File: src/rtl/uart_pkg.sv
// Shared UART definitions: parity mode codes, receiver FSM encoding and
// the default bit period used by the RX block and the future TX block.
package uart_pkg;

    localparam int PARITY_NONE = 0;
    localparam int PARITY_ODD  = 1;
    localparam int PARITY_EVEN = 2;

    localparam int UART_CLKS_PER_BIT_DEF = 16;

    typedef enum logic [2:0] {
        ST_IDLE   = 3'd0,
        ST_START  = 3'd1,
        ST_DATA   = 3'd2,
        ST_PARITY = 3'd3,
        ST_STOP   = 3'd4
    } uart_state_t;

endpackage

File: src/rtl/uart_fifo.sv
// Show-ahead FIFO shared by the UART RX and TX paths. The head word is
// presented combinationally; when the FIFO runs empty the last head shown
// is held so the read port never shows stale storage.
module uart_fifo #(
    parameter int WIDTH = 8,
    parameter int DEPTH = 4
) (
    input  logic             clk,
    input  logic             rst_n,
    input  logic             push,
    input  logic [WIDTH-1:0] wdata,
    input  logic             pop,
    output logic [WIDTH-1:0] rdata,
    output logic             empty,
    output logic             full
);

    localparam int AW = $clog2(DEPTH);
    localparam logic [AW:0] PTR_ONE = {{AW{1'b0}}, 1'b1};

    logic [AW:0]      r_wr_ptr;
    logic [AW:0]      r_rd_ptr;
    logic [WIDTH-1:0] r_mem [DEPTH];
    logic [WIDTH-1:0] r_hold;
    logic [WIDTH-1:0] w_head;
    logic             w_do_pop;
    logic             w_do_push;

    assign empty     = (r_wr_ptr == r_rd_ptr);
    assign full      = (r_wr_ptr[AW-1:0] == r_rd_ptr[AW-1:0]) &&
                       (r_wr_ptr[AW] != r_rd_ptr[AW]);
    assign w_do_pop  = pop & ~empty;
    // A push into a full FIFO is still accepted when a pop frees the slot.
    assign w_do_push = push & (~full | w_do_pop);
    assign w_head    = r_mem[r_rd_ptr[AW-1:0]];
    assign rdata     = empty ? r_hold : w_head;

    // Pointer update; the extra MSB distinguishes full from empty.
    always_ff @(posedge clk or negedge rst_n) begin
        if (!rst_n) begin
            r_wr_ptr <= '0;
            r_rd_ptr <= '0;
        end else begin
            if (w_do_push) r_wr_ptr <= r_wr_ptr + PTR_ONE;
            if (w_do_pop)  r_rd_ptr <= r_rd_ptr + PTR_ONE;
        end
    end

    // Storage write.
    always_ff @(posedge clk or negedge rst_n) begin
        if (!rst_n) begin
            for (int i = 0; i < DEPTH; i++) r_mem[i] <= '0;
        end else if (w_do_push) begin
            r_mem[r_wr_ptr[AW-1:0]] <= wdata;
        end
    end

    // Remember the last visible head so rdata holds while empty.
    always_ff @(posedge clk or negedge rst_n) begin
        if (!rst_n)      r_hold <= '0;
        else if (!empty) r_hold <= w_head;
    end

endmodule

File: src/rtl/uart_rx_fifo_param.sv
// Parametrised UART receiver feeding a show-ahead RX FIFO, with sticky
// framing / parity / overrun status cleared by software.
//
//   state     | meaning
//   ----------+-------------------------------------------------------
//   ST_IDLE   | line idle, waiting for a falling edge on rx_s
//   ST_START  | confirming the start bit at mid-bit (high = glitch)
//   ST_DATA   | sampling DATA_BITS payload bits, LSB first
//   ST_PARITY | sampling and checking the parity bit
//   ST_STOP   | sampling STOP_BITS stop bits, frame evaluated on last
module uart_rx_fifo_param
    import uart_pkg::*;
#(
    parameter int CLKS_PER_BIT = UART_CLKS_PER_BIT_DEF,
    parameter int DATA_BITS    = 8,
    parameter int PARITY       = PARITY_NONE,
    parameter int STOP_BITS    = 1,
    parameter int FIFO_DEPTH   = 4
) (
    input  logic                 clk,
    input  logic                 rst_n,
    input  logic                 uart_rx,
    input  logic                 rd_en,
    output logic [DATA_BITS-1:0] rd_data,
    output logic                 rd_valid,
    output logic                 frame_err,
    output logic                 parity_err,
    output logic                 overrun,
    input  logic                 clear_err
);

    localparam int CW = $clog2(CLKS_PER_BIT);
    localparam int IW = $clog2(DATA_BITS);
    localparam logic [CW-1:0] CNT_HALF  = CW'(CLKS_PER_BIT / 2 - 1);
    localparam logic [CW-1:0] CNT_FULL  = CW'(CLKS_PER_BIT - 1);
    localparam logic [IW-1:0] IDX_LAST  = IW'(DATA_BITS - 1);
    localparam logic          STOP_LAST = 1'(STOP_BITS - 1);

    uart_state_t          r_state;
    uart_state_t          w_state_nxt;
    logic                 r_sync1;
    logic                 r_rx_s;
    logic                 r_rx_prev;
    logic [CW-1:0]        r_cnt;
    logic [IW-1:0]        r_bit_idx;
    logic                 r_stop_idx;
    logic [DATA_BITS-1:0] r_shift;
    logic                 r_par_fault;
    logic                 r_frm_fault;
    logic                 w_start_det;
    logic                 w_sample;
    logic                 w_shift_en;
    logic                 w_par_chk;
    logic                 w_stop_chk;
    logic                 w_frame_done;
    logic                 w_par_exp;
    logic                 w_frm_bad;
    logic                 w_good;
    logic                 w_push;
    logic                 w_full;
    logic                 w_empty;

    // Two-flop synchroniser plus one history flop for edge detection.
    always_ff @(posedge clk or negedge rst_n) begin
        if (!rst_n) begin
            r_sync1   <= 1'b1;
            r_rx_s    <= 1'b1;
            r_rx_prev <= 1'b1;
        end else begin
            r_sync1   <= uart_rx;
            r_rx_s    <= r_sync1;
            r_rx_prev <= r_rx_s;
        end
    end

    assign w_start_det = (r_state == ST_IDLE) & r_rx_prev & ~r_rx_s;
    assign w_sample    = (r_state != ST_IDLE) && (r_cnt == '0);

    // Bit-period down-counter: half period to reach mid start bit, then full periods.
    always_ff @(posedge clk or negedge rst_n) begin
        if (!rst_n)                 r_cnt <= '0;
        else if (w_start_det)       r_cnt <= CNT_HALF;
        else if (r_state != ST_IDLE) r_cnt <= (r_cnt == '0) ? CNT_FULL : r_cnt - 1'b1;
    end

    // FSM state register.
    always_ff @(posedge clk or negedge rst_n) begin
        if (!rst_n) r_state <= ST_IDLE;
        else        r_state <= w_state_nxt;
    end

    // FSM next-state logic.
    always_comb begin
        w_state_nxt = r_state;
        case (r_state)
            ST_IDLE:   if (w_start_det) w_state_nxt = ST_START;
            ST_START:  if (w_sample) w_state_nxt = r_rx_s ? ST_IDLE : ST_DATA;
            ST_DATA:   if (w_sample && r_bit_idx == IDX_LAST)
                           w_state_nxt = (PARITY != PARITY_NONE) ? ST_PARITY : ST_STOP;
            ST_PARITY: if (w_sample) w_state_nxt = ST_STOP;
            ST_STOP:   if (w_sample && r_stop_idx == STOP_LAST) w_state_nxt = ST_IDLE;
            default:   w_state_nxt = ST_IDLE;
        endcase
    end

    // FSM output strobes for the datapath.
    always_comb begin
        w_shift_en   = 1'b0;
        w_par_chk    = 1'b0;
        w_stop_chk   = 1'b0;
        w_frame_done = 1'b0;
        case (r_state)
            ST_DATA:   w_shift_en = w_sample;
            ST_PARITY: w_par_chk  = w_sample;
            ST_STOP: begin
                w_stop_chk   = w_sample;
                w_frame_done = w_sample && (r_stop_idx == STOP_LAST);
            end
            default: ;
        endcase
    end

    assign w_par_exp = (^r_shift) ^ (PARITY == PARITY_ODD);

    // Receive datapath: shift register, bit indices and per-frame fault flags.
    always_ff @(posedge clk or negedge rst_n) begin
        if (!rst_n) begin
            r_bit_idx   <= '0;
            r_stop_idx  <= 1'b0;
            r_shift     <= '0;
            r_par_fault <= 1'b0;
            r_frm_fault <= 1'b0;
        end else begin
            if (w_start_det) begin
                r_bit_idx   <= '0;
                r_stop_idx  <= 1'b0;
                r_par_fault <= 1'b0;
                r_frm_fault <= 1'b0;
            end
            if (w_shift_en) begin
                r_shift   <= {r_rx_s, r_shift[DATA_BITS-1:1]};
                r_bit_idx <= r_bit_idx + 1'b1;
            end
            if (w_par_chk) r_par_fault <= (r_rx_s != w_par_exp);
            if (w_stop_chk) begin
                r_stop_idx <= r_stop_idx + 1'b1;
                if (!r_rx_s) r_frm_fault <= 1'b1;
            end
        end
    end

    // The last stop sample is folded in directly since its flag is not yet registered.
    assign w_frm_bad = r_frm_fault | ~r_rx_s;
    assign w_good    = w_frame_done & ~w_frm_bad & ~r_par_fault;
    assign w_push    = w_good & (~w_full | rd_en);

    // Sticky status: a set event outranks a simultaneous clear.
    always_ff @(posedge clk or negedge rst_n) begin
        if (!rst_n) begin
            frame_err  <= 1'b0;
            parity_err <= 1'b0;
            overrun    <= 1'b0;
        end else begin
            if (w_frame_done && w_frm_bad)                      frame_err <= 1'b1;
            else if (clear_err)                                 frame_err <= 1'b0;
            if (w_frame_done && !w_frm_bad && r_par_fault)      parity_err <= 1'b1;
            else if (clear_err)                                 parity_err <= 1'b0;
            if (w_good && w_full && !rd_en)                     overrun <= 1'b1;
            else if (clear_err)                                 overrun <= 1'b0;
        end
    end

    uart_fifo #(
        .WIDTH (DATA_BITS),
        .DEPTH (FIFO_DEPTH)
    ) u_fifo (
        .clk   (clk),
        .rst_n (rst_n),
        .push  (w_push),
        .wdata (r_shift),
        .pop   (rd_en),
        .rdata (rd_data),
        .empty (w_empty),
        .full  (w_full)
    );

    assign rd_valid = ~w_empty;

endmodule
File: config.mk
export PLATFORM = sky130hd
export DESIGN_NAME = uart_rx_fifo_param
export DESIGN_NICKNAME = d
export VERILOG_FILES = /design/src/rtl/uart_pkg.sv /design/src/rtl/uart_fifo.sv /design/src/rtl/uart_rx_fifo_param.sv
export SDC_FILE = /design/constraint.sdc
export NUM_CORES = 1
export LEC_CHECK = 0
export ABC_AREA = 1
export BUFFER_PORTS_ARGS = -buffer_cell sky130_fd_sc_hd__buf_2
export CORE_UTILIZATION = 30
export CTS_BUF_LIST = sky130_fd_sc_hd__clkbuf_8
export DETAILED_ROUTE_END_ITERATION = 10
export GPL_ROUTABILITY_DRIVEN = 0
export GPL_TIMING_DRIVEN = 0
export SLEW_MARGIN = 40
export SYNTH_ARGS = -nofsm -noshare
export SYNTH_HDL_FRONTEND = slang
export SYNTH_SLANG_ARGS = --single-unit
File: constraint.sdc
create_clock -name clk -period 5 [get_ports clk]
set_clock_uncertainty 0.1 [all_clocks]
set_input_delay 0.75 -clock clk [delete_from_list [all_inputs] [get_ports clk]]
set_output_delay 0.75 -clock clk [all_outputs]
set_load 0.02 [all_outputs]
# Word level (Yosys, flattened, before mapping)
# Index checks and enable logic that the tools add are counted.
# classes
n_addsub,5
mul,0
n_div,0
magnitude_cmp,3
n_eq_ne,14
n_shift,0
mux,33
n_bitwise,18
reduce_logical,24
# ops
cell,n
$bwmux 32,1
$mux 8,4
$mux 3,7
$bmux 8 s2,1
$demux 8 s2,1
$pmux 3 s5,1
$mux 1,14
$reduce_bool 2->1,7
$mux 4,3
$logic_and 1x1->1,10
$ne 2x2->1 const B,5
$add 3x1->3 const B,3
$reduce_xor 8->1,1
$and 1x1->1,7
$eq 3x2->1 const B,2
$eq 3x3->1 const B,2
$ge 3x3->1 const B,2
$not 1->1,6
$not 2->3,2
$reduce_and 5->1,1
$logic_not 4->1,1
$sub 4x1->4 const B,1
$eq 3x1->1 const B,1
$eq 3x3->1,1
other kinds (9),13
# word_totals
reg_bits,73
latch_bits,0
mem_bits_rw,0
rom_bits,0
wordCells,117
n_memories,0

# Longest topological paths before layout
# depth
depth_word,9
mapped_depth,11

# By module
# From an unflattened synthesis, not the netlist that was laid out.
# unflattened
hier_cells,431
hier_area_um2,3649.8
# by_module_without_submodules
mod,n_inst,cells_per_inst,area_per_inst_um2,seq_area_each_um2
uart_fifo,1,269,2265.9,1151.1
uart_rx_fifo_param,1,162,1383.8,679.4

# Worst setup path after synthesis
# No wires, ideal clock.
# synth_timing
kind,register -> output
startpoint,register u_fifo.r_rd_ptr[2]
endpoint,output port rd_data[0]
t_arrival_ns,1.562
t_required_ns,4.150
path_slack_ns,2.588
stages_incl_launch_ff,5
path_buffers,1
cell_sequence,dfrtp_1 xnor2_1 nand3_2 buf_2 a31oi_1
# synth_via
elab_chain_len,2
# synth_lines
item,line_no,rtl
"start, declared",uart_fifo.sv:22,logic [AW:0] r_rd_ptr;
"start signal, assigned",uart_fifo.sv:45,if (w_do_pop) r_rd_ptr <= r_rd_ptr + PTR_ONE;
$eq 3x3->1,uart_fifo.sv:29,assign empty = (r_wr_ptr == r_rd_ptr);
$mux 8,-,
"end, declared",uart_rx_fifo_param.sv:24,"output logic [DATA_BITS-1:0] rd_data,"
# No other way between the ends.

# Worst setup path after layout
# layout_timing
startpoint,register u_fifo.r_rd_ptr[0]
endpoint,output port rd_data[0]
# layout_via
elab_chain_len,5
elab_cells_between_ends,6
# layout_lines
item,line_no,rtl
$not 2->3 (implied by the code),uart_fifo.sv:35,assign w_head = r_mem[r_rd_ptr[AW-1:0]];
$bmux 8 s2,uart_fifo.sv:35,
$mux 8 (implied by the code) (2 in series),uart_fifo.sv:35,
$mux 8 (*),-,
# Mark *: on every way between the ends. The rest lies on a longest branch, timed or not. The select of a mux whose other input is x is not followed.

==> flow_metrics.py <==
metrics = {
    "sta": {
        "timing.fmax_mhz": 326,
        "max_slew_margin_pct": 63.7,
        "setup_tns_ns": 0,
        "rsz0062_at_grt": "false",
        "drv_slew": 0,
        "worst_slew_pin_slew_ns": 0.545,
        "period_share_pct": 61.3,
        "whs_ns": 0.168,
        "setup_violations": 0,
        "period_minus_slack_ns": 3.06,
        "finalHoldViolCount": 0,
    },
    "drt": {
        "finalWirelength_um": 8040,
        "drt_first_iter_violations": 189,
        "route.met2.wl_um": 3820,
        "top_layer_used": "met4",
        "avgViaCountPerCell": 4.78,
        "drtAntennaViolNets": 0,
        "wl_met3_um": 249,
        "drc_errors": 2,
        "detail_route.wl_per_cell_um": 13.0,
        "drt-pass1-iter-count": 7,
        "num_vias": 2962,
        "wl_met1_um": 3800,
    },
    "logic_synthesis": {
        "synthAdderAreaFrac_pct": 3.14,
        "synth_top_area_cell": "dfrtp_1",
        "ys.flop_type": "dfrtp_1",
        "synth.distinct_cells": 32,
        "yosysSeqAreaShare_pct": 51.0,
        "synth_fp_nets": 458,
        "synth_most_common_cell": "nand2_1",
        "async_flop_share_pct": 100,
        "synth_top_family_by_area": "simple AND/OR/NAND/NOR gates",
        "syn_area_per_cell_sq_um": 8.08,
        "yosys.area.top_type_share_pct": 48.8,
        "synth.area.top_cells": "dfrtp_1 (49%), nand2_1 (15%), nand3_1 (6.3%), nor2_1 (5.1%), o21ai_0 (4.5%)",
        "syn_inst": 444,
        "ys_ff_latch": 73,
        "synth_compound_area_share_pct": 7.67,
        "synth_simple_gate_area_share_pct": 29.9,
        "synth_edf_count": 0,
        "synth_common_cells": "nand2_1 (144), dfrtp_1 (70), nor2_1 (49)",
        "synth_xor_area_share_pct": 1.88,
        "synth_area_sq_um": 3590,
        "yosys_warnings": 0,
        "synth_mux_area_share_pct": 0,
    },
    "power_and_ir_drop": {
        "p_clk_share_pct": 23.3,
        "p_per_area_nw_per_um2": 501,
        "p_leak_nw": 2.13,
        "power.share.switching_pct": 41.5,
        "p_sw_w": 0.000847,
        "p_int_w": 0.00120,
        "peakVddDrop_uv": 271,
        "power_frac_comb_pct": 40.2,
        "pwr-share-seq_pct": 36.5,
    },
    "setup_path": {
        "crit_family": "buffers and inverters",
        "endpoint_kind": "output pin",
        "cp_slowest_cell": "clkbuf_1",
        "crit_buf_inv": 4,
        "timing.rr.start": "r_cnt[0]$_DFFE_PN0P_",
        "required_ns": 4.15,
        "critical_path_class": "flop to output pin",
        "cp.arrival_ns": 2.21,
        "crit_start": "u_fifo.r_rd_ptr[0]$_DFFE_PN0P_",
        "start_kind": "flop",
        "crit_fanout": 10,
        "path_cells": "buf_4, inv_1, clkbuf_1, o21ai_0, a31oi_1, buf_2",
        "max_stage_delay_ns": 0.41,
    },
    "clock_tree": {
        "numCtsBuffers": 9,
        "clock_sinks": 73,
        "post_cts_buffers": 0,
        "post_cts_resized": 0,
        "clk_path_buf_depth": 2,
        "htreeDepth": 3,
        "path_clk_slew_ns": 0.08,
        "cts_root_buffer": "clkbuf_8",
        "cts_tree": "done",
        "cts_hold_buf": 0,
        "clk-insertion-delay-late_ns": 0.36,
    },
    "global_routing": {
        "antenna_found_initial": 0,
        "grt_overflow": 0,
        "grt_pass1_vias": 2919,
        "grt_max_degree": 41,
        "grt_pass1_wl_um": 14000,
        "grt_use_total_pct": 14.3,
    },
    "layout": {
        "syn_to_final_growth_pct": 13.6,
        "seq_area_sq_um": 1830,
        "diodes": 0,
        "fin_area_sq_um": 4080,
        "multi_input_area_sq_um": 1530,
        "num-fill-cells": 1228,
        "num-nets-final": 486,
        "drive_above_1_share_pct": 12.4,
    },
    "worst_hold_path": {
        "worstHoldPathType": "primary input to async pin",
    },
    "outcome": {
        "violations": "DRC",
        "status": "finished, violations left",
    },
    "placed_design": {
        "post_dp_cell_area_sq_um": 3870,
        "hpwl_um": 5610,
        "port_buffers": 16,
    },
    "floorplan": {
        "core_area_sq_um": 11500,
        "initial_core_util_pct": 31.2,
        "die_x_um": 111,
        "die_h_um": 111,
        "die_area_sq_um": 12400,
        "ios": 17,
        "row_count": 39,
    },
    "job": {
        "drv_cap": 0,
    },
}
power by group through the flow:
stage / clock [W] / combinational, W / sequential, W
after floorplan: 0 / 0.000621 / 0.000744
after global placement: 0 / 0.000807 / 0.000754
after detailed placement: 0 / 0.000825 / 0.000758
after CTS: 0.000493 / 0.000828 / 0.000747
after global routing: 0.000523 / 0.000922 / 0.000756
final: 0.000477 / 0.000820 / 0.000746
sequential cells by signal, summed over array words and instances, names as in the netlist, 3 cells and up:
| name | cells |
|---|---|
| r_bit_idx | 3 |
| r_cnt | 4 |
| r_shift | 8 |
| r_state | 3 |
| u_fifo.r_hold | 8 |
| u_fifo.r_mem | 32 |
| u_fifo.r_rd_ptr | 3 |
| u_fifo.r_wr_ptr | 3 |
cells by family (layout without fill, tap and decap cells):
kind of cell               after synthesis  count (layout)
and+or+nand+nor                        251             251
adders and majority gates                9               9
xor gates and xnor gates                 6               6
AOI/OAI and AO/OA                       50              50
DFF                                     73              73
buffers and inverters                   55              88
routing by layer:
metal,global-route usage [%],vias up
met5,0,-
met4,6.04,0
met3,3.48,12
met2,23.3,42
met1,18.2,1432
li1,-,1476
cell usage in the layout (no fill, tap or decap), types with 2 or more instances in the layout:
| cell | Yosys | routed |
|---|---|---|
| ha_1 | 9 | 9 |
| nor2_1 | 49 | 49 |
| a31oi_1 | 8 | 8 |
| nor2_2 | 2 | 2 |
| a32o_1 | 2 | 2 |
| nand3_1 | 45 | 45 |
| xnor2_2 | 2 | 2 |
| nor3_1 | 2 | 2 |
| nand2_1 | 144 | 144 |
| a21oi_1 | 3 | 3 |
| nand2_4 | 4 | 4 |
| clkbuf_1 | 9 | 9 |
| xnor2_1 | 2 | 2 |
| o21ai_0 | 32 | 32 |
| clkinv_2 | 0 | 2 |
| buf_2 | 6 | 21 |
| dfstp_2 | 3 | 3 |
| buf_6 | 1 | 2 |
| o22ai_1 | 2 | 2 |
| inv_2 | 2 | 2 |
| buf_1 | 4 | 4 |
| dfrtp_1 | 70 | 70 |
| o21ai_1 | 2 | 2 |
| inv_1 | 30 | 30 |
| buf_4 | 2 | 2 |
| clkbuf_8 | 0 | 10 |
| xor2_1 | 2 | 2 |
metrics by stage:
| stage | setup slack, ns | util (%) | power [W] | std cells |
|---|---|---|---|---|
| after floorplan | 2.59 | - | 0.00137 | 444 |
| after global placement | 2.32 | 33.4 | 0.00156 | 603 |
| after detailed placement | 2.31 | 33.6 | 0.00158 | 604 |
| after CTS | 1.90 | 35.4 | 0.00207 | 620 |
| after global routing | 1.76 | 35.4 | 0.00220 | 620 |
| final | 1.94 | 35.4 | 0.00204 | 620 |
final cells by class:
| type | count | area share (%) |
|---|---|---|
| flip-flops and latches | 73 | 44.9 |
| inverters | 33 | 3.04 |
| plain buffers | 22 | 2.58 |
| multi-input cells | 316 | 37.5 |
| clock buffers | 10 | 3.38 |
| repair buffers | 17 | 2.61 |
| well taps | 143 | 4.39 |
| clock inverters | 6 | 1.60 |
worst register-to-register path: cells and delay by family (launching register included):
| kind | cells | cell delay [ns] |
|---|---|---|
| AO/OA/AOI/OAI | 1 | 0.08 |
| adder cells (fa/ha/maj) | 1 | 0.17 |
| buffers and inverters | 2 | 0.39 |
| flip-flops | 1 | 0.40 |
| AND/OR/NAND/NOR | 4 | 0.68 |
path summary, 6_finish.rpt:
check                                                 end  slack [ns]  cells after the start
max                                            rd_data[0]        1.94                      6
min                        u_fifo.r_rd_ptr[1]$_DFFE_PN0P_        0.17                      1
max reg2reg                        r_shift[6]$_DFFE_PN0P_        3.06                      8
min reg2reg                              r_rx_s$_DFF_PN1_        0.26                      0
max in group asynchronous          r_shift[6]$_DFFE_PN0P_        4.10                      2
min in group clk                         r_rx_s$_DFF_PN1_        0.26                      0
Power figures use the tool's default switching activity.
